File: config.mk
export PLATFORM = sky130hd
export DESIGN_NAME = matrix_op_sequencer
export DESIGN_NICKNAME = d
export VERILOG_FILES = /design/src/rtl/matrix_op_sequencer.sv
export SDC_FILE = /design/constraint.sdc
export NUM_CORES = 1
export LEC_CHECK = 0
export ABC_AREA = 1
export CORE_AREA = 4 4 278 280
export CTS_BUF_LIST = sky130_fd_sc_hd__clkbuf_8
export DETAILED_ROUTE_END_ITERATION = 12
export DIE_AREA = 0 0 282 284
export PLACE_DENSITY = 0.77
export SYNTH_ARGS = -nofsm -noshare
export SYNTH_HDL_FRONTEND = slang
export SYNTH_SLANG_ARGS = --single-unit
File: constraint.sdc
create_clock -name clk -period 25.3 [get_ports clk]
set_clock_uncertainty 0.1 [all_clocks]
set_input_delay 7.59 -clock clk [delete_from_list [all_inputs] [get_ports clk]]
set_output_delay 7.59 -clock clk [all_outputs]
set_load 0.01 [all_outputs]
File: src/rtl/matrix_op_sequencer.sv
// Command sequencer for the 5x5 int8 alu matrix datapath: loads A/B row by row,
// fires the alu, waits for done (with timeout) and streams the result rows back out.
module matrix_op_sequencer #(
    parameter int N_MAX   = 5,
    parameter int DATA_W  = 8,
    parameter int TIMEOUT = 16
) (
    input  logic                              clk,
    input  logic                              rst,
    input  logic                              cmd_valid,
    output logic                              cmd_ready,
    input  logic [2:0]                        cmd_opcode,
    input  logic [DATA_W-1:0]                 cmd_scalar,
    input  logic [2:0]                        cmd_size,
    input  logic                              ld_valid,
    output logic                              ld_ready,
    input  logic [N_MAX*DATA_W-1:0]           ld_data,
    output logic [N_MAX*N_MAX*DATA_W-1:0]     alu_a_flat,
    output logic [N_MAX*N_MAX*DATA_W-1:0]     alu_b_flat,
    output logic [DATA_W-1:0]                 alu_f,
    output logic [2:0]                        alu_opcode,
    input  logic [N_MAX*N_MAX*DATA_W-1:0]     alu_c_flat,
    input  logic                              alu_overflow,
    input  logic                              alu_done,
    output logic                              res_valid,
    input  logic                              res_ready,
    output logic [N_MAX*DATA_W-1:0]           res_data,
    output logic                              res_last,
    output logic                              res_overflow,
    output logic                              res_err,
    output logic                              busy
);
    localparam int ROW_W = N_MAX * DATA_W;
    localparam int MAT_W = N_MAX * ROW_W;
    localparam int WC_W  = $clog2(TIMEOUT + 1);

    typedef enum logic [2:0] {
        S_IDLE, S_LOAD_A, S_LOAD_B, S_EXEC, S_WAIT, S_OUT, S_ERR
    } state_t;

    state_t            r_state;
    logic [2:0]        r_opcode;
    logic [DATA_W-1:0] r_scalar;
    logic [2:0]        r_size;
    logic [2:0]        r_row_cnt;
    logic [2:0]        r_out_cnt;
    logic [WC_W-1:0]   r_wait_cnt;
    logic [MAT_W-1:0]  r_c;

    logic             w_cmd_hs;
    logic             w_ld_hs;
    logic             w_res_hs;
    logic             w_bad_cmd;
    logic             w_need_b;
    logic             w_row_last;
    logic [2:0]       w_out_nxt;
    logic [ROW_W-1:0] w_ld_row;

    // Columns at or beyond the active size never reach the operand registers.
    function automatic logic [ROW_W-1:0] mask_row(input logic [ROW_W-1:0] d, input logic [2:0] n);
        logic [ROW_W-1:0] m;
        m = d;
        for (int c = 0; c < N_MAX; c++) begin
            if (c >= int'(n)) m[c*DATA_W +: DATA_W] = {DATA_W{1'b0}};
        end
        return m;
    endfunction

    assign cmd_ready  = (r_state == S_IDLE) & ~rst;
    assign ld_ready   = (r_state == S_LOAD_A) | (r_state == S_LOAD_B);
    assign w_cmd_hs   = cmd_valid & cmd_ready;
    assign w_ld_hs    = ld_valid & ld_ready;
    assign w_res_hs   = res_valid & res_ready;
    assign w_bad_cmd  = (cmd_opcode == 3'b000) | (cmd_size == 3'd0) | (int'(cmd_size) > N_MAX);
    assign w_need_b   = (r_opcode == 3'b001) | (r_opcode == 3'b010) | (r_opcode == 3'b011);
    assign w_row_last = (r_row_cnt == r_size - 3'd1);
    assign w_out_nxt  = r_out_cnt + 3'd1;
    assign w_ld_row   = mask_row(ld_data, r_size);

    // Sequencer FSM; every output it drives is registered here.
    always_ff @(posedge clk or posedge rst) begin
        if (rst) begin
            r_state      <= S_IDLE;
            r_opcode     <= 3'b000;
            r_scalar     <= {DATA_W{1'b0}};
            r_size       <= 3'd0;
            r_row_cnt    <= 3'd0;
            r_out_cnt    <= 3'd0;
            r_wait_cnt   <= {WC_W{1'b0}};
            r_c          <= {MAT_W{1'b0}};
            alu_a_flat   <= {MAT_W{1'b0}};
            alu_b_flat   <= {MAT_W{1'b0}};
            alu_f        <= {DATA_W{1'b0}};
            alu_opcode   <= 3'b000;
            res_valid    <= 1'b0;
            res_data     <= {ROW_W{1'b0}};
            res_last     <= 1'b0;
            res_overflow <= 1'b0;
            res_err      <= 1'b0;
            busy         <= 1'b0;
        end else begin
            case (r_state)
                S_IDLE: begin
                    if (w_cmd_hs) begin
                        r_opcode   <= cmd_opcode;
                        r_scalar   <= cmd_scalar;
                        r_size     <= cmd_size;
                        r_row_cnt  <= 3'd0;
                        alu_a_flat <= {MAT_W{1'b0}};
                        alu_b_flat <= {MAT_W{1'b0}};
                        busy       <= 1'b1;
                        if (w_bad_cmd) begin
                            r_state      <= S_ERR;
                            res_valid    <= 1'b1;
                            res_data     <= {ROW_W{1'b0}};
                            res_last     <= 1'b1;
                            res_err      <= 1'b1;
                            res_overflow <= 1'b0;
                        end else begin
                            r_state <= S_LOAD_A;
                        end
                    end
                end
                S_LOAD_A, S_LOAD_B: begin
                    if (w_ld_hs) begin
                        if (r_state == S_LOAD_A) alu_a_flat[int'(r_row_cnt)*ROW_W +: ROW_W] <= w_ld_row;
                        else                     alu_b_flat[int'(r_row_cnt)*ROW_W +: ROW_W] <= w_ld_row;
                        if (w_row_last) begin
                            r_row_cnt <= 3'd0;
                            if ((r_state == S_LOAD_A) && w_need_b) begin
                                r_state <= S_LOAD_B;
                            end else begin
                                r_state    <= S_EXEC;
                                alu_opcode <= r_opcode;
                                alu_f      <= r_scalar;
                            end
                        end else begin
                            r_row_cnt <= r_row_cnt + 3'd1;
                        end
                    end
                end
                S_EXEC: begin
                    r_state    <= S_WAIT;
                    r_wait_cnt <= {WC_W{1'b0}};
                end
                S_WAIT: begin
                    // A done seen in the first WAIT cycle may belong to the previous op.
                    if ((r_wait_cnt != {WC_W{1'b0}}) && alu_done) begin
                        r_c          <= alu_c_flat;
                        res_overflow <= alu_overflow;
                        res_err      <= 1'b0;
                        res_data     <= alu_c_flat[ROW_W-1:0];
                        alu_opcode   <= 3'b000;
                        alu_f        <= {DATA_W{1'b0}};
                        res_valid    <= 1'b1;
                        res_last     <= (r_size == 3'd1);
                        r_out_cnt    <= 3'd0;
                        r_state      <= S_OUT;
                    end else if (r_wait_cnt == WC_W'(TIMEOUT - 1)) begin
                        r_c          <= {MAT_W{1'b0}};
                        res_overflow <= 1'b0;
                        res_err      <= 1'b1;
                        res_data     <= {ROW_W{1'b0}};
                        alu_opcode   <= 3'b000;
                        alu_f        <= {DATA_W{1'b0}};
                        res_valid    <= 1'b1;
                        res_last     <= (r_size == 3'd1);
                        r_out_cnt    <= 3'd0;
                        r_state      <= S_OUT;
                    end else begin
                        r_wait_cnt <= r_wait_cnt + {{(WC_W-1){1'b0}}, 1'b1};
                    end
                end
                S_OUT, S_ERR: begin
                    if (w_res_hs) begin
                        if (res_last) begin
                            res_valid    <= 1'b0;
                            res_last     <= 1'b0;
                            res_data     <= {ROW_W{1'b0}};
                            res_err      <= 1'b0;
                            res_overflow <= 1'b0;
                            busy         <= 1'b0;
                            r_state      <= S_IDLE;
                        end else begin
                            r_out_cnt <= w_out_nxt;
                            res_data  <= r_c[int'(w_out_nxt)*ROW_W +: ROW_W];
                            res_last  <= (w_out_nxt == r_size - 3'd1);
                        end
                    end
                end
                default: r_state <= S_IDLE;
            endcase
        end
    end
endmodule

==> After elaboration in Yosys (flattened, before gate mapping) <==
Index checks and enable logic that the tools add are counted.
{ "word_totals": {"ff_bits": 684, "inputBits": 261, "out_inout_bits": 458, "word_cells": 173} }
{ "classes": {"addsub": 5, "n_mul": 2, "order_cmp": 6, "n_eq_ne": 26, "shifts": 3, "n_mux": 76, "bitwise": 10, "n_reduce_logical": 27} }
{ "ops": {"columns": ["op", "count"], "rows": [
  ["two-way mux 200 bit", 7],
  ["one-hot mux 200 bit (2 select lines)", 2],
  ["bitwise mux 200 bit", 2],
  ["two-way mux 40 bit", 6],
  ["variable shift 40 x 33 -> 200 bit, first input constant", 1],
  ["indexed part select 200 x 10 -> 40 bit", 1],
  ["indexed part select 40 x 33 -> 200 bit", 1],
  ["one-hot mux 40 bit (3 select lines)", 1],
  ["two-way mux 8 bit", 10],
  ["two-way mux 3 bit", 18],
  ["negator 9 -> 33 bit", 1],
  ["inequality test 2 bit, second input constant", 12],
  ["one-hot mux 3 bit (2 select lines)", 3],
  ["two-way mux 1 bit", 17],
  ["one-hot mux 8 bit (2 select lines)", 1],
  ["AND reduction 4 bit", 4],
  ["one-hot mux 3 bit (5 select lines)", 1],
  ["equality test 3 x 2 -> 1 bit, second input constant", 4],
  ["multiplier 3 x 3 -> 6 bit, second input constant", 2],
  ["one-hot mux 1 bit (3 select lines)", 4],
  ["AND reduction 6 bit", 2],
  ["nonzero test 2 bit", 6],
  ["two-way mux 5 bit", 2],
  ["one-hot mux 5 bit (2 select lines)", 1],
  ["other kinds (24)", 46]
]} }

==> Depth between registers and ports, before layout <==
{ "logic_depth": {"ltp_word": 8, "depth_mapped": 18, "ltp_nobuf": 17} }

==> Least setup slack after synthesis <==
No wires, ideal clock.
{ "synth_timing": {"path_type": "input port to output port", "start": "input port rst", "end": "output port cmd_ready", "arrival_ns": 7.736, "required_ns": 17.610, "slack_ns": 9.874, "stages": 1, "path_buffers": 0, "path_cell_list": "nor2_2"} }
{ "synth_between": {"elab_chain_len": 2} }
{ "synth_lines": {"columns": ["element", "line_no", "text"], "rows": [
  ["start, declared", "9", "input logic rst,"],
  ["NOT 1 bit", "69", "assign cmd_ready = (r_state == S_IDLE) & ~rst;"],
  ["AND 1 bit", "69", null],
  ["end, declared", "11", "output logic cmd_ready,"]
]} }
No other way between the ends.

==> Final worst setup path <==
Same ends and word-level chain as after synthesis.

==> impl_metrics.ini <==
[cells_and_area]
n_fill_cell = 6738
layout_commonest_cell = nand2_1
nets = 5085
area_growth_pct = 30.0
fin_area_um2 = 43700
drive_gt1_share_pct = 6.67
layout_common_cells = nand2_1, clkdlybuf4s50_1, dfrtp_1, nand3_1, o21ai_0
post-route-util_pct = 58.7

[critical_path]
required_ns = 17.61
cpPeakStageDelay_ns = 0.55
crit_type = in2out
path_max_fanout = 2
slowest_stage = clkdlybuf4s50_1
crit_path_start_kind = input port
arrival_ns = 8.77
endpoint_kind = output port
path_cells = clkdlybuf4s50_1, nor2_2, clkdlybuf4s50_1
crit_path_frequent_cell = clkdlybuf4s50_1

[timing]
finalCritPeriodShare_pct = 65.1
max_freq_mhz = 60.7
worstMarginPinSlew_ns = 1.15
relSlewSlack_pct = 23.1
fin_ws_ns = 8.84
final_hold_viol_count = 0
finalSetupViolCount = 0
rsz0062_at_grt = no
tns_ns = 0
period_minus_slack_ns = 16.46
slew_violations = 0

[clocking]
clock-root-buffer = clkbuf_8
post_cts_resized = 0
hold_buffers = 0
cts-buffers-inserted = 112
clock_path_buffers = 3
cts_tree = built
cts.clk_slew.worst_paths_ns = 0.06
htreeDepth = 3
cts.sinks = 684
postCtsSetupBuffers = 0
clk_latency_ns = 0.76

[detailed_routing]
met3WireLength_mm = 14.8
vias = 33900
drc = 0
wl_met1_mm = 53.8
ant_nets = 0
routed_wirelength_mm = 143
avgViaCountPerCell = 5.76
drtPass1Iterations = 6
dr_wl_met2_mm = 66.3
drt_iter0_markers = 4089
top_layer = met5
post_drt_wl_per_cell_um = 24.3

[global_route]
grt_start_max_net_pins = 189
gr-total-overflow = 0
grt_usage_pct = 34.5
antenna_found_initial = 38
first_global_vias = 32300
grt_pass1_wl_mm = 209

[power_and_ir_drop]
p_per_area_nw_per_um2 = 139
p_leak_uw = 0.0209
ir_drop_v = 0.000182

[synthesis]
synth.distinct_cells = 46
yosys_warnings = 0
postSynthAreaPerCell_um2 = 8.03
ys_seq_area_share_pct = 50.9
ys_ff_latch = 684
synth_nets = 4469
async_flop_share_pct = 100
synthCells = 4190
netlist_area_um2 = 33600
synthFlopType = dfrtp_1
synth_edf_count = 0

[status]
status = complete, no violations

[die]
core_area_um2 = 74400
initial_core_util_pct = 45.2
die_x_um = 282
dieHeight_um = 284
rows = 100
dieArea_um2 = 80100
io_pins = 719

[placement]
hpwl_mm = 106
port_buffers = 718
placed_area_um2 = 41300
pre_cts_slack_ns = 8.84
gp_congestion = 1.03

[flow_run]
max_cap_violations = 0

[min_path]
hold_class = reg2reg
## worst paths after layout
path / startpoint / end / slack [ns] / cells after the start
worst max-delay path: rst / cmd_ready / 8.84 / 3
worst min-delay path: alu_a_flat[190] / alu_a_flat[190] / 0.37 / 2
worst max register to register: r_row_cnt[0] / alu_a_flat[190] / 19.57 / 15
worst min register to register: alu_a_flat[190] / alu_a_flat[190] / 0.37 / 2
max in group asynchronous: rst / alu_b_flat[162] / 14.15 / 6
min in group asynchronous: rst / r_scalar[3] / 7.20 / 2
## state kept, by name, indices dropped and copies added, names as in the netlist, 3 cells and up
| name | cells |
|---|---|
| alu_a_flat | 200 |
| alu_b_flat | 200 |
| r_c | 200 |
| res_data | 40 |
| alu_f | 8 |
| r_scalar | 8 |
| r_wait_cnt | 5 |
| alu_opcode | 3 |
| r_opcode | 3 |
| r_out_cnt | 3 |
| r_row_cnt | 3 |
| r_size | 3 |
| r_state | 3 |
## area by class of cell
cell class	instances	area, µm²	share of cell area (%)
Sequential cell	684	17100	39.1
Timing Repair Buffer	758	7510	17.2
Clock buffer	136	1870	4.28
Multi-Input combinational cell	3020	14600	33.4
Inverter	230	875	2.00
Clock inverter	63	488	1.12
Tap cell	969	1210	2.77
Antenna cell	28	70.1	0.160
## per-layer routing
metal | vias up | GRT usage [%]
met5 | - | 0
met4 | 26 | 17.0
met3 | 360 | 10.1
met2 | 1919 | 55.8
met1 | 16300 | 42.3
li1 | 15400 | -
## stage by stage
stage / hold slack (ns) / std cells / power [µW]
4_1_cts: 0.373 / 5860 / 6000
3_5_place_dp: 0.358 / 5661 / 4970
3_3_place_gp: 0.354 / 5661 / 4930
6_report: 0.371 / 5888 / 6080
2_1_floorplan: 0.352 / 4190 / 3660
5_1_grt: 0.386 / 5878 / 6400
## kinds of logic after synthesis
| group | share of synthesized area [%] |
|---|---|
| xor+xnor | 0.160 |
| buf+inv | 5.93 |
| mux | 0.268 |
| compound gates | 13.5 |
| simple gates | 28.6 |
| fa+ha+maj | 0.669 |
| flops | 50.9 |
## cell usage after synthesis, types with 3 or more instances
| master | n | share of area, % |
|---|---|---|
| dfrtp_1 | 684 | 51 |
| clkbuf_1 | 133 | 1.5 |
| nand4_1 | 176 | 3.3 |
| buf_4 | 15 | 0.33 |
| nor3_2 | 4 | 0.12 |
| a22oi_1 | 40 | 0.89 |
| a22o_1 | 119 | 3.1 |
| nor3_1 | 14 | 0.21 |
| inv_1 | 195 | 2.2 |
| nand2_4 | 4 | 0.13 |
| o21ai_0 | 402 | 6.0 |
| buf_2 | 65 | 0.97 |
| ha_1 | 18 | 0.67 |
| nor2_4 | 9 | 0.30 |
| inv_2 | 30 | 0.33 |
| a21oi_1 | 121 | 1.8 |
| nand2_2 | 20 | 0.37 |
| o21ai_2 | 13 | 0.34 |
| nand3_1 | 425 | 6.3 |
| a21oi_4 | 7 | 0.34 |
| buf_1 | 40 | 0.45 |
| mux2_2 | 8 | 0.27 |
| nor2_1 | 170 | 1.9 |
| o21ai_1 | 35 | 0.52 |
| a31oi_1 | 15 | 0.28 |
| nor2_2 | 14 | 0.26 |
| a21oi_2 | 3 | 0.078 |
| nand2_1 | 1378 | 15 |
| nand3b_1 | 7 | 0.16 |
| xnor2_1 | 3 | 0.078 |
| o22ai_1 | 4 | 0.074 |
## report_power, final
part | internal (µW) | switching (µW) | total, µW
Sequential | 1400 | 188 | 1590
Combinational | 897 | 2580 | 3470
Clock | 550 | 471 | 1020
Total | 2850 | 3240 | 6080
## worst max-delay path, delay by kind of cell
kind | cells | cell delay, ns
and+or+nand+nor | 1 | 0.16
buffers and inverters | 2 | 1.03
Note: power is estimated with default switching activity, not from simulation.
